$ cat src/rtl/input_memory_scheduler_pkg.sv
// Shared types and constants for the input vector path.
package input_memory_pkg;

  localparam int VECTOR_ADDR_W       = 9;
  localparam int ELEMENT_W           = 16;
  localparam int DEFAULT_PASS_LENGTH = 256;

  typedef enum logic [2:0] {
    S_IDLE,
    S_LOAD,
    S_FLUSH,
    S_RUN,
    S_DRAIN,
    S_DONE
  } input_sched_state_t;

  typedef logic [VECTOR_ADDR_W-1:0] vaddr_t;
  typedef logic [ELEMENT_W-1:0]     elem_t;

  typedef struct packed {
    logic   en;
    logic   wr;
    vaddr_t addr;
    elem_t  data;
  } mem_req_t;

endpackage

$ cat src/rtl/input_memory_scheduler_if.sv
// Host stream, manager control and vector memory port bundle.
interface input_memory_scheduler_if;
  import input_memory_pkg::*;

  logic   host_valid;
  logic   host_ready;
  elem_t  host_data;

  logic   mgr_en;
  logic   mgr_clear;
  vaddr_t mgr_memory_address;
  logic   mgr_memory_enable;
  logic   mgr_memory_write;
  elem_t  mgr_write_element;

  vaddr_t memory_address;
  logic   memory_enable;
  logic   memory_write;
  elem_t  memory_write_element;

  modport master (
    input  host_valid,
    input  host_data,
    input  mgr_memory_address,
    input  mgr_memory_enable,
    input  mgr_memory_write,
    input  mgr_write_element,
    output host_ready,
    output mgr_en,
    output mgr_clear,
    output memory_address,
    output memory_enable,
    output memory_write,
    output memory_write_element
  );

  modport slave (
    output host_valid,
    output host_data,
    output mgr_memory_address,
    output mgr_memory_enable,
    output mgr_memory_write,
    output mgr_write_element,
    input  host_ready,
    input  mgr_en,
    input  mgr_clear,
    input  memory_address,
    input  memory_enable,
    input  memory_write,
    input  memory_write_element
  );

endinterface

$ cat src/rtl/input_memory_scheduler_image_load_address_generator.sv
// Row-major row/col counters for the host image load.
module image_load_address_generator
  import input_memory_pkg::*;
#(
  parameter int IMAGE_DIM = 12
) (
  input  logic   clk_i,
  input  logic   rst_ni,
  input  logic   clear_i,
  input  logic   inc_i,
  output logic   last_o,
  output vaddr_t addr_o
);

  localparam logic [3:0] LAST = 4'(IMAGE_DIM - 1);

  logic [3:0] row_q, row_d;
  logic [3:0] col_q, col_d;

  always_comb begin
    row_d = row_q;
    col_d = col_q;
    if (clear_i) begin
      row_d = '0;
      col_d = '0;
    end else if (inc_i) begin
      if (col_q == LAST) begin
        col_d = '0;
        row_d = row_q + 4'd1;
      end else begin
        col_d = col_q + 4'd1;
      end
    end
  end

  always_ff @(posedge clk_i or negedge rst_ni) begin
    if (!rst_ni) begin
      row_q <= '0;
      col_q <= '0;
    end else begin
      row_q <= row_d;
      col_q <= col_d;
    end
  end

  assign last_o = (row_q == LAST) && (col_q == LAST);
  assign addr_o = {1'b0, row_q, col_q};

endmodule

$ cat src/rtl/input_memory_scheduler.sv
// Load/run sequencer and vector memory port arbiter.
// Optional INPUT_SCHEDULER_PAUSE_EN adds a pause input that stalls RUN.
module input_memory_scheduler
  import input_memory_pkg::*;
#(
  parameter int IMAGE_DIM    = 12,
  parameter int PASS_LENGTH  = DEFAULT_PASS_LENGTH,
  parameter int DRAIN_CYCLES = 2
) (
  input  logic clock,
  input  logic clear_n,
  input  logic start,
  input  logic start_reuse,
`ifdef INPUT_SCHEDULER_PAUSE_EN
  input  logic pause,
`endif
  output logic busy,
  output logic done,
  input_memory_scheduler_if.master bus
);

  localparam logic [8:0] RUN_LAST   = 9'(PASS_LENGTH - 1);
  localparam logic [8:0] DRAIN_LAST = 9'(DRAIN_CYCLES - 1);

  input_sched_state_t state_q, state_d;
  logic [8:0] run_q, run_d;
  mem_req_t   ld_q, ld_d;
  mem_req_t   mgr_req, mem;
  vaddr_t     gen_addr;
  logic       gen_last;
  logic       hold;
  logic       host_ready_w;
  logic       mgr_en_w;
  logic       flush_w;
  logic       xfer;
  logic       run_step;

`ifdef INPUT_SCHEDULER_PAUSE_EN
  assign hold = pause;
`else
  assign hold = 1'b0;
`endif

  assign xfer     = bus.host_valid && host_ready_w;
  assign run_step = (state_q == S_RUN) && !hold;

  image_load_address_generator #(
    .IMAGE_DIM (IMAGE_DIM)
  ) u_addr_gen (
    .clk_i   (clock),
    .rst_ni  (clear_n),
    .clear_i (state_q != S_LOAD),
    .inc_i   (xfer),
    .last_o  (gen_last),
    .addr_o  (gen_addr)
  );

  always_ff @(posedge clock or negedge clear_n) begin
    if (!clear_n) begin
      state_q <= S_IDLE;
    end else begin
      state_q <= state_d;
    end
  end

  always_comb begin
    state_d = state_q;
    unique case (state_q)
      S_IDLE:  if (start) state_d = start_reuse ? S_FLUSH : S_LOAD;
      S_LOAD:  if (xfer && gen_last) state_d = S_FLUSH;
      S_FLUSH: state_d = S_RUN;
      S_RUN:   if (run_step && run_q == RUN_LAST) state_d = S_DRAIN;
      S_DRAIN: if (run_q == DRAIN_LAST) state_d = S_DONE;
      S_DONE:  state_d = S_IDLE;
      default: state_d = S_IDLE;
    endcase
  end

  always_comb begin
    host_ready_w = 1'b0;
    mgr_en_w     = 1'b0;
    flush_w      = 1'b0;
    done         = 1'b0;
    busy         = (state_q != S_IDLE);
    mem          = '0;
    unique case (state_q)
      S_LOAD: begin
        host_ready_w = 1'b1;
        mem          = ld_q;
      end
      S_FLUSH: begin
        flush_w = 1'b1;
        mem     = ld_q;
      end
      S_RUN: begin
        mgr_en_w = !hold;
        mem      = mgr_req;
      end
      S_DRAIN: mem = mgr_req;
      S_DONE:  done = 1'b1;
      default: ;
    endcase
  end

  // Run counter doubles as the drain timer; it is idle-zero outside RUN/DRAIN.
  always_comb begin
    run_d = run_q;
    if (run_step) begin
      run_d = (run_q == RUN_LAST) ? '0 : run_q + 9'd1;
    end else if (state_q == S_DRAIN) begin
      run_d = run_q + 9'd1;
    end else if (state_q != S_RUN) begin
      run_d = '0;
    end
  end

  always_comb begin
    ld_d = '0;
    if (xfer) begin
      ld_d.en   = 1'b1;
      ld_d.wr   = 1'b1;
      ld_d.addr = gen_addr;
      ld_d.data = bus.host_data;
    end
  end

  always_ff @(posedge clock or negedge clear_n) begin
    if (!clear_n) begin
      run_q <= '0;
      ld_q  <= '0;
    end else begin
      run_q <= run_d;
      ld_q  <= ld_d;
    end
  end

  assign mgr_req.en   = bus.mgr_memory_enable;
  assign mgr_req.wr   = bus.mgr_memory_write;
  assign mgr_req.addr = bus.mgr_memory_address;
  assign mgr_req.data = bus.mgr_write_element;

  assign bus.host_ready           = host_ready_w;
  assign bus.mgr_en               = mgr_en_w;
  assign bus.mgr_clear            = ~clear_n | flush_w;
  assign bus.memory_enable        = mem.en;
  assign bus.memory_write         = mem.wr;
  assign bus.memory_address       = mem.addr;
  assign bus.memory_write_element = mem.data;

endmodule

$ cat src/flat_wrapper.sv
// flat-port wrapper written by rule: the top's interface ports become plain ports
module input_memory_scheduler_flat import input_memory_pkg::*;
#(
  parameter int IMAGE_DIM    = 12,
  parameter int PASS_LENGTH  = DEFAULT_PASS_LENGTH,
  parameter int DRAIN_CYCLES = 2
)
  (clock, clear_n, start, start_reuse, busy, done, bus_host_valid, bus_host_data, bus_mgr_memory_address, bus_mgr_memory_enable, bus_mgr_memory_write, bus_mgr_write_element, bus_host_ready, bus_mgr_en, bus_mgr_clear, bus_memory_address, bus_memory_enable, bus_memory_write, bus_memory_write_element);
  input_memory_scheduler_if bus_i ();
  input  logic clock;
  input  logic clear_n;
  input  logic start;
  input  logic start_reuse;
  output logic busy;
  output logic done;
  input wire logic [$bits(bus_i.host_valid)-1:0] bus_host_valid;
  input wire logic [$bits(bus_i.host_data)-1:0] bus_host_data;
  input wire logic [$bits(bus_i.mgr_memory_address)-1:0] bus_mgr_memory_address;
  input wire logic [$bits(bus_i.mgr_memory_enable)-1:0] bus_mgr_memory_enable;
  input wire logic [$bits(bus_i.mgr_memory_write)-1:0] bus_mgr_memory_write;
  input wire logic [$bits(bus_i.mgr_write_element)-1:0] bus_mgr_write_element;
  output wire logic [$bits(bus_i.host_ready)-1:0] bus_host_ready;
  output wire logic [$bits(bus_i.mgr_en)-1:0] bus_mgr_en;
  output wire logic [$bits(bus_i.mgr_clear)-1:0] bus_mgr_clear;
  output wire logic [$bits(bus_i.memory_address)-1:0] bus_memory_address;
  output wire logic [$bits(bus_i.memory_enable)-1:0] bus_memory_enable;
  output wire logic [$bits(bus_i.memory_write)-1:0] bus_memory_write;
  output wire logic [$bits(bus_i.memory_write_element)-1:0] bus_memory_write_element;
  assign bus_i.host_valid = bus_host_valid;
  assign bus_i.host_data = bus_host_data;
  assign bus_i.mgr_memory_address = bus_mgr_memory_address;
  assign bus_i.mgr_memory_enable = bus_mgr_memory_enable;
  assign bus_i.mgr_memory_write = bus_mgr_memory_write;
  assign bus_i.mgr_write_element = bus_mgr_write_element;
  assign bus_host_ready = bus_i.host_ready;
  assign bus_mgr_en = bus_i.mgr_en;
  assign bus_mgr_clear = bus_i.mgr_clear;
  assign bus_memory_address = bus_i.memory_address;
  assign bus_memory_enable = bus_i.memory_enable;
  assign bus_memory_write = bus_i.memory_write;
  assign bus_memory_write_element = bus_i.memory_write_element;
  input_memory_scheduler #(.IMAGE_DIM(IMAGE_DIM), .PASS_LENGTH(PASS_LENGTH), .DRAIN_CYCLES(DRAIN_CYCLES)) u_core (.clock(clock), .clear_n(clear_n), .start(start), .start_reuse(start_reuse), .busy(busy), .done(done), .bus(bus_i));
endmodule
$ cat config.mk
export PLATFORM = sky130hd
export DESIGN_NAME = input_memory_scheduler_flat
export DESIGN_NICKNAME = d
export VERILOG_FILES = /design/src/rtl/input_memory_scheduler_pkg.sv /design/src/rtl/input_memory_scheduler_if.sv /design/src/rtl/input_memory_scheduler_image_load_address_generator.sv /design/src/rtl/input_memory_scheduler.sv /design/src/flat_wrapper.sv
export SDC_FILE = /design/constraint.sdc
export NUM_CORES = 1
export LEC_CHECK = 0
export BUFFER_PORTS_ARGS = -buffer_cell sky130_fd_sc_hd__buf_4
export CAP_MARGIN = 25
export CELL_PAD_IN_SITES_DETAIL_PLACEMENT = 2
export CELL_PAD_IN_SITES_GLOBAL_PLACEMENT = 2
export CORE_ASPECT_RATIO = 0.5
export CORE_MARGIN = 8
export CORE_UTILIZATION = 33
export DETAILED_ROUTE_END_ITERATION = 8
export PLACE_DENSITY_LB_ADDON = 0.1
export REMOVE_ABC_BUFFERS = 1
export SYNTH_ARGS = -nofsm -noshare
export SYNTH_HDL_FRONTEND = slang
export SYNTH_HIERARCHICAL = 1
export SYNTH_SLANG_ARGS = --single-unit
$ cat constraint.sdc
create_clock -name clock -period 3.3 [get_ports clock]
set_clock_uncertainty 0.2 [all_clocks]
set_input_delay 0.165 -clock clock [delete_from_list [all_inputs] [get_ports clock]]
set_output_delay 0.165 -clock clock [all_outputs]
set_load 0.05 [all_outputs]
==> results of run 1 <==
==> cell usage in the layout, fill, tap and decap left out, types with 2 or more instances in the layout <==
master / Yosys / final
nand2b_1: 2 / 2
nand2_1: 12 / 12
o21ai_0: 8 / 8
a21oi_1: 6 / 6
inv_2: 2 / 2
xnor2_1: 4 / 4
dlygate4sd3_1: 0 / 17
dfrtp_1: 46 / 46
nand3_1: 4 / 4
ha_1: 5 / 5
nor3_1: 2 / 2
clkbuf_16: 0 / 5
xor2_1: 5 / 5
or3_1: 3 / 3
nor2_1: 18 / 18
inv_1: 2 / 2
buf_4: 4 / 79
a22o_1: 27 / 27
mux2i_1: 3 / 3
and3_1: 26 / 26
==> per-stage QoR <==
step                      std cells  power, mW
after detailed placement        368      1.632
after CTS                       392      2.250
after global placement          368      1.609
after floorplan                 197      1.315
final                           392      2.232
after global routing            392      2.343
==> layer usage <==
metal | global-route usage (%) | vias up | routed length [um]
met1 | 19.53 | 981 | 3460
li1 | - | 928 | -
met3 | 5.193 | 10 | 489
met4 | 5.425 | 0 | 110
met5 | 0 | - | 0
met2 | 26.14 | 52 | 3585
==> cell usage after synthesis (2+ instances only) <==
master,count,share of area (%)
dfrtp_1,46,50
a22o_1,27,10
and3_1,26,7.0
nor2_1,18,2.9
nand2_1,12,1.9
o21ai_0,8,1.7
a21oi_1,6,1.3
ha_1,5,2.7
xor2_1,5,1.9
buf_4,4,1.3
nand3_1,4,0.86
xnor2_1,4,1.5
buf_6,3,1.5
mux2i_1,3,1.3
or3_1,3,0.81
buf_8,2,1.3
clkbuf_1,2,0.32
inv_1,2,0.32
inv_2,2,0.32
nand2b_1,2,0.54
nor3_1,2,0.43
==> sequential cells by signal, indices dropped and copies added, names as in the netlist <==
name,cells
u_core/state_q,3
u_core/u_addr_gen/col_q,4
u_core/u_addr_gen/row_q,4
u_core/ld_q,26
u_core/run_q,9
==> final cells by class <==
class / count / share of cell area, %
tap: 92 / 3.544
inverter: 4 / 0.4622
timing repair buffer: 96 / 23.50
sequential: 46 / 35.44
clock buffer: 6 / 4.276
multi-input combinational: 147 / 31.86
clock inverter: 1 / 0.9245
==> power by group through the flow <==
stage               Combinational, mW  Clock [mW]  Sequential, mW
floorplan                       0.649           0           0.665
global placement                0.931           0           0.678
detailed placement              0.952           0           0.680
CTS                             0.972       0.608           0.670
global route                     1.03       0.633           0.680
finish                          0.965       0.597           0.670
==> final timing paths <==
path                                         from                     endpoint  slack, ns  cells past startpoint
min in group asynchronous                 clear_n              u_core/run_q[3]       0.22                      2
max in group asynchronous                 clear_n              u_core/ld_q[20]       2.25                      2
worst min-delay path               bus_host_valid              u_core/ld_q[18]       0.07                      2
worst max-delay path            u_core/state_q[0]  bus_memory_write_element[2]       0.86                      4
worst min register to register    u_core/run_q[0]              u_core/run_q[0]       0.32                      1
worst max register to register  u_core/state_q[1]   u_core/u_addr_gen/row_q[3]       1.19                      5
==> cell families after synthesis <==
logic type / Yosys count
AOI/OAI and AO/OA: 46
xor gates and xnor gates: 9
buffers and inverters: 18
and+or+nand+nor: 83
muxes: 3
adders and majority gates: 5
DFF: 46
other: 1
==> timing repair <==
action | CTS | global route
hold buffers | 17 | 0
setup buffers | 0 | 0
endpoints found under the hold margin | 62 | 0
==> flow_metrics.py, run 1 <==
metrics = {
    "setup_path": {
        "worstPathRequired_ns": 2.93,
        "crit_arrival_ns": 2.07,
        "worstSetupPathType": "flip-flop to primary output",
        "cp_slowest_cell": "dfrtp_1",
        "cp-end-kind": "primary output",
        "cp_cell_sequence": "xnor2_1 > nor2_4 > a22o_1 > buf_4",
        "path_buf_inv": 1,
        "critPathLaunchType": "flip-flop",
        "slowest_delay_ns": 0.57,
        "crit_family": "flip-flops",
        "crit_fanout": 27,
    },
    "pwr": {
        "leakagePower_nw": 1.763,
        "switching_share_pct": 42.01,
        "vdd_drop_max_v": 0.0003528,
        "p_sw_uw": 937.5,
        "p_per_area_nw_per_um2": 687.0,
        "seq_power_share_pct": 30.0,
        "cell_internal_pwr_mw": 1.294,
        "combPwrFrac_pct": 43.2,
        "p_clk_share_pct": 26.7,
    },
    "sta": {
        "fin_ws_ns": 0.8601,
        "fin_crit_ns": 2.440,
        "timing.hold.ws_ns": 0.07366,
        "maxSlewHeadroom_pct": 54.73,
        "tns_ns": 0,
        "slew_violations": 0,
        "rsz0062_at_grt": "false",
        "hold_viol": 0,
        "finalCritPeriodShare_pct": 73.94,
        "max_clock_freq_ghz": 0.4099,
        "setup_viol": 0,
        "worst_pin_slew_ns": 0.6774,
    },
    "cells_and_area": {
        "stdcell_area_sq_um": 3248,
        "finish.net_count": 353,
        "seqCellArea_sq_um": 1151,
        "fillers": 704,
        "antenna-diode-count": 0,
        "multi_input_area_sq_um": 1035,
        "drive_above_1_share_pct": 33.00,
        "area_delta_synth_final_pct": 40.25,
        "final_core_util_pct": 48.29,
    },
    "synthesis": {
        "seq_area_frac_synth_pct": 49.70,
        "ys_ff_latch": 46,
        "syn_inst": 211,
        "synth_fa_ha_area_share_pct": 2.701,
        "synth-async-reset-ratio_pct": 100.0,
        "synth_cell_types": 46,
        "synth_warnings": 6,
        "ys.flop_type": "dfrtp_1",
        "yosys-mux-area-fraction_pct": 1.297,
        "post_synth_xor_area_fraction_pct": 3.404,
        "yosys.area_share.simple_pct": 21.83,
        "synth-compound-area-share_pct": 15.29,
        "synth_top_family_by_area": "simple AND/OR/NAND/NOR gates",
        "syn_avg_cell_area_sq_um": 10.98,
        "syn-cell-area_sq_um": 2316,
        "synth-edff-count": 0,
    },
    "min_path": {
        "min_path_type": "input port to flip-flop",
    },
    "clock_network": {
        "ctsResizeCount": 0,
        "cts_buffers": 5,
        "htree_levels": 2,
        "clkTransAtPathRegs_ns": 0.07,
        "cts_root_buf": "clkbuf_16",
        "cts.sinks": 46,
        "clk_latency_ns": 0.30,
        "cts_tree": "built",
        "clock_path_buffers": 2,
    },
    "drt": {
        "via_count": 1971,
        "ant_nets": 0,
        "drt-initial-drc-count": 102,
        "post_drt_wl_per_cell_um": 19.51,
        "dr.pass1.iters": 4,
        "drc_errors": 0,
        "routed_wl_um": 7646,
        "via_per_inst": 5.028,
    },
    "floorplanning": {
        "ios": 80,
        "die_w_um": 134.5,
        "die_area_sq_um": 10120,
        "start_util_pct": 34.43,
        "fp.dieH_um": 75.24,
        "fp-row-count": 21,
        "core-area_sq_um": 6726,
    },
    "flow_run": {
        "drv_cap": 0,
    },
    "grt": {
        "grt-ovfl-total": 0,
        "grt_use_total_pct": 15.91,
        "grt_antenna_before_repair": 0,
        "grt_pass1_vias": 2138,
        "grt_max_degree": 48,
        "grt_pass1_wl_um": 12390,
    },
    "run_status": {
        "status": "finished clean",
    },
    "placed_design": {
        "gp_congestion": 0.7857,
        "dpl.hpwl_um": 4970,
        "portBuffers": 79,
        "pre_cts_ws_ns": 1.197,
        "placed_area_sq_um": 2909,
    },
}
Note: power is estimated with default switching activity, not from simulation.
==> run 2, diff against run 1 <==
Settings changed: ABC_AREA from default to 1, CORE_UTILIZATION 33 to 29.
Clock period 3.3 ns to 2.5 ns, I/O delays scaled along.
==> run 2 against run 1 <==
Effect of this change:
- critical path depth is 2 higher
- combinational power rose by 90%
- die area increased by 15%
- non-clock buffer count grew 4
- sequential cell count stayed put
- highest routed layer unchanged
- synthesized area increased by 3.7%
==> flow_metrics.py, run 2 <==
metrics = {
    "run_status": {
        "status": "finished clean",
    },
    "synthesis": {
        "synth_top_area_share_pct": 47.94,
        "synth-edff-count": 0,
        "ys.flop_type": "dfrtp_1",
        "synth_cell_types": 29,
        "syn-cell-area_sq_um": 2401,
        "synthTopCellsByArea": "dfrtp_1, a22o_1, inv_1",
        "syn_inst": 277,
        "ys_ff_latch": 46,
        "syn_avg_cell_area_sq_um": 8.668,
        "synth-async-reset-ratio_pct": 100.0,
        "seq_area_frac_synth_pct": 47.94,
        "synth_warnings": 6,
        "yosysMostFrequentCell": "inv_1",
        "yosysTopAreaCell": "dfrtp_1",
        "synth_commonest_cells": "inv_1, dfrtp_1, nand2_1",
    },
    "drt": {
        "drc_errors": 0,
        "routed_wl_um": 8039,
        "drt-initial-drc-count": 42,
        "ant_nets": 0,
        "dr.pass1.iters": 4,
        "post_drt_wl_per_cell_um": 16.44,
        "via_count": 2199,
        "via_per_inst": 4.497,
    },
    "cells_and_area": {
        "layout_common_cells": "buf_4, inv_1, dfrtp_1, nand2_1, nor2_1",
        "largest_register_ff_count": 26,
        "fillers": 919,
        "top_regs": "u_core/ld_q x26, u_core/run_q x9",
        "antenna-diode-count": 0,
        "layout_commonest_cell": "buf_4",
        "drive_above_1_share_pct": 33.69,
        "final_core_util_pct": 42.70,
        "largest-register": "u_core/ld_q",
        "finish.net_count": 429,
        "area_delta_synth_final_pct": 42.78,
    },
    "floorplanning": {
        "ios": 80,
        "fp.dieH_um": 80.34,
        "die_w_um": 144.7,
        "die_area_sq_um": 11620,
        "start_util_pct": 29.90,
        "core-area_sq_um": 8029,
        "fp-row-count": 23,
    },
    "clock_network": {
        "cts_tree": "built",
        "post_cts_buffers": 0,
        "clock_path_buffers": 2,
        "cts.sinks": 46,
        "cts_buffers": 5,
        "clkTransAtPathRegs_ns": 0.06,
        "clk_latency_ns": 0.29,
        "cts_root_buf": "clkbuf_16",
        "hold_buffers": 18,
        "htree_levels": 2,
        "ctsResizeCount": 0,
    },
    "sta": {
        "hold_viol": 0,
        "tns_ns": 0,
        "max_clock_freq_ghz": 0.4426,
        "finalCritPeriodShare_pct": 90.38,
        "rsz0062_at_grt": "false",
        "setup_viol": 0,
        "slew_violations": 0,
        "fin_crit_ns": 2.260,
    },
    "grt": {
        "grt_pass1_vias": 2586,
        "grt_pass1_wl_um": 13120,
        "grt_antenna_before_repair": 0,
        "grt_max_degree": 28,
        "grt_use_total_pct": 14.71,
        "grt-ovfl-total": 0,
    },
    "pwr": {
        "p_per_area_nw_per_um2": 998.2,
        "vdd_drop_max_v": 0.0003327,
        "combPwrFrac_pct": 53.6,
        "seq_power_share_pct": 26.3,
        "p_sw_mw": 1.656,
        "cell_internal_pwr_mw": 1.766,
        "leakagePower_nw": 1.780,
        "p_clk_share_pct": 20.1,
        "switching_share_pct": 48.39,
    },
    "setup_path": {
        "rr_worst_depth": 12,
        "worstSetupPathType": "flip-flop to primary output",
        "cp_cell_sequence": "nor2_1 > nand2_1 > nand2_4 > inv_1 > o21ai_0 > buf_4",
        "cp_slowest_cell": "dfrtp_1",
        "crit_start": "u_core/state_q[0]",
        "regToRegStartpoint": "u_core/state_q[0]",
        "cp-end-kind": "primary output",
        "slowest_delay_ns": 0.45,
        "crit_fanout": 27,
        "worstPathRequired_ns": 2.17,
        "crit_arrival_ns": 1.93,
        "critPathCapture": "bus_memory_write",
        "critPathLaunchType": "flip-flop",
        "r2r_setup_slack_ns": 0.61,
        "r2r-end": "u_core/u_addr_gen/col_q[3]",
    },
    "min_path": {
        "min_path_type": "input port to async pin",
    },
    "placed_design": {
        "portBuffers": 79,
        "dpl.hpwl_um": 6054,
        "gp_congestion": 0.7987,
    },
    "flow_run": {
        "drv_cap": 0,
    },
}
==> run 2: cell types whose count changed after synthesis, moves of 3 or more <==
| cell | previous run | this run |
|---|---|---|
| inv_1 | 2 | 50 |
| nand4_1 | 1 | 6 |
| nor2_2 | 0 | 22 |
| and3_1 | 26 | 0 |
| or3_1 | 3 | 0 |
| nor2_1 | 18 | 29 |
| nand3_1 | 4 | 9 |
| nand2_2 | 1 | 5 |
| nand2_1 | 12 | 42 |
| a21oi_1 | 6 | 1 |
| mux2i_1 | 3 | 0 |
| xnor2_1 | 4 | 0 |
==> run 2: logic make-up after synthesis <==
family                   after synthesis  synth area share, %
AO/OA/AOI/OAI                         39                12.45
XOR/XNOR                               3                1.095
buffers and inverters                 62                11.57
other                                  1               0.1562
AND/OR/NAND/NOR                      121                24.18
flip-flops                            46                47.94
adder cells (fa/ha/maj)                5                2.606
==> run 2: worst min-delay path by stage <==
stage	startpoint	endpoint	slack, ns	depth (start not counted)
3_3_place_gp	clear_n	u_core/ld_q[11]	-0.17	1
6_report	clear_n	u_core/run_q[3]	0.06	2
4_1_cts	clear_n	u_core/run_q[3]	0.07	2
5_1_grt	clear_n	u_core/ld_q[11]	0.08	2
3_5_place_dp	clear_n	u_core/run_q[3]	-0.17	1
2_1_floorplan	clear_n	u_core/ld_q[0]	-0.37	0
==> run 2: layer usage <==
metal	track usage (%)	share of wire (%)
met1	15.72	40
met2	28.28	55
met3	3.607	4.0
met4	4.531	1.2
met5	0	0
==> run 2: final cells by class <==
| cell class | count | area [sq um] | area share (%) |
|---|---|---|---|
| repair buffers | 100 | 808.3 | 23.58 |
| well taps | 112 | 140.1 | 4.088 |
| clock inverters | 2 | 12.51 | 0.3650 |
| inverters | 54 | 205.2 | 5.985 |
| clock buffers | 6 | 138.9 | 4.051 |
| multi-input cells | 169 | 972.2 | 28.36 |
| flip-flops and latches | 46 | 1151 | 33.58 |
==> run 2: power groups by stage <==
stage	combinational, mW	sequential [mW]	clock [mW]
after floorplan	1.22	0.890	0
after global placement	1.78	0.902	0
after detailed placement	1.84	0.912	0
after CTS	1.87	0.899	0.713
after global routing	1.98	0.910	0.747
final	1.83	0.899	0.689
==> run 2: worst max-delay path, delay by kind of cell, from the launching register on <==
family / cells / cell delay [ns]
AO/OA/AOI/OAI: 1 / 0.17
buffers and inverters: 2 / 0.32
flip-flops: 1 / 0.45
AND/OR/NAND/NOR: 3 / 0.71
==> run 2: through the flow <==
| step | worst slack (ns) | power, mW | area, sq um | instances | hold slack, ns |
|---|---|---|---|---|---|
| 6_report | 0.2404 | 3.422 | 3428 | 489 | 0.06397 |
| 5_1_grt | 0.08223 | 3.633 | 3428 | 489 | 0.08198 |
| 3_3_place_gp | 0.6587 | 2.684 | 3097 | 463 | -0.1703 |
| 3_5_place_dp | 0.5723 | 2.748 | 3097 | 463 | -0.1658 |
| 4_1_cts | 0.2122 | 3.487 | 3428 | 489 | 0.07230 |
| 2_1_floorplan | 0.1414 | 2.106 | 2328 | 269 | -0.3706 |
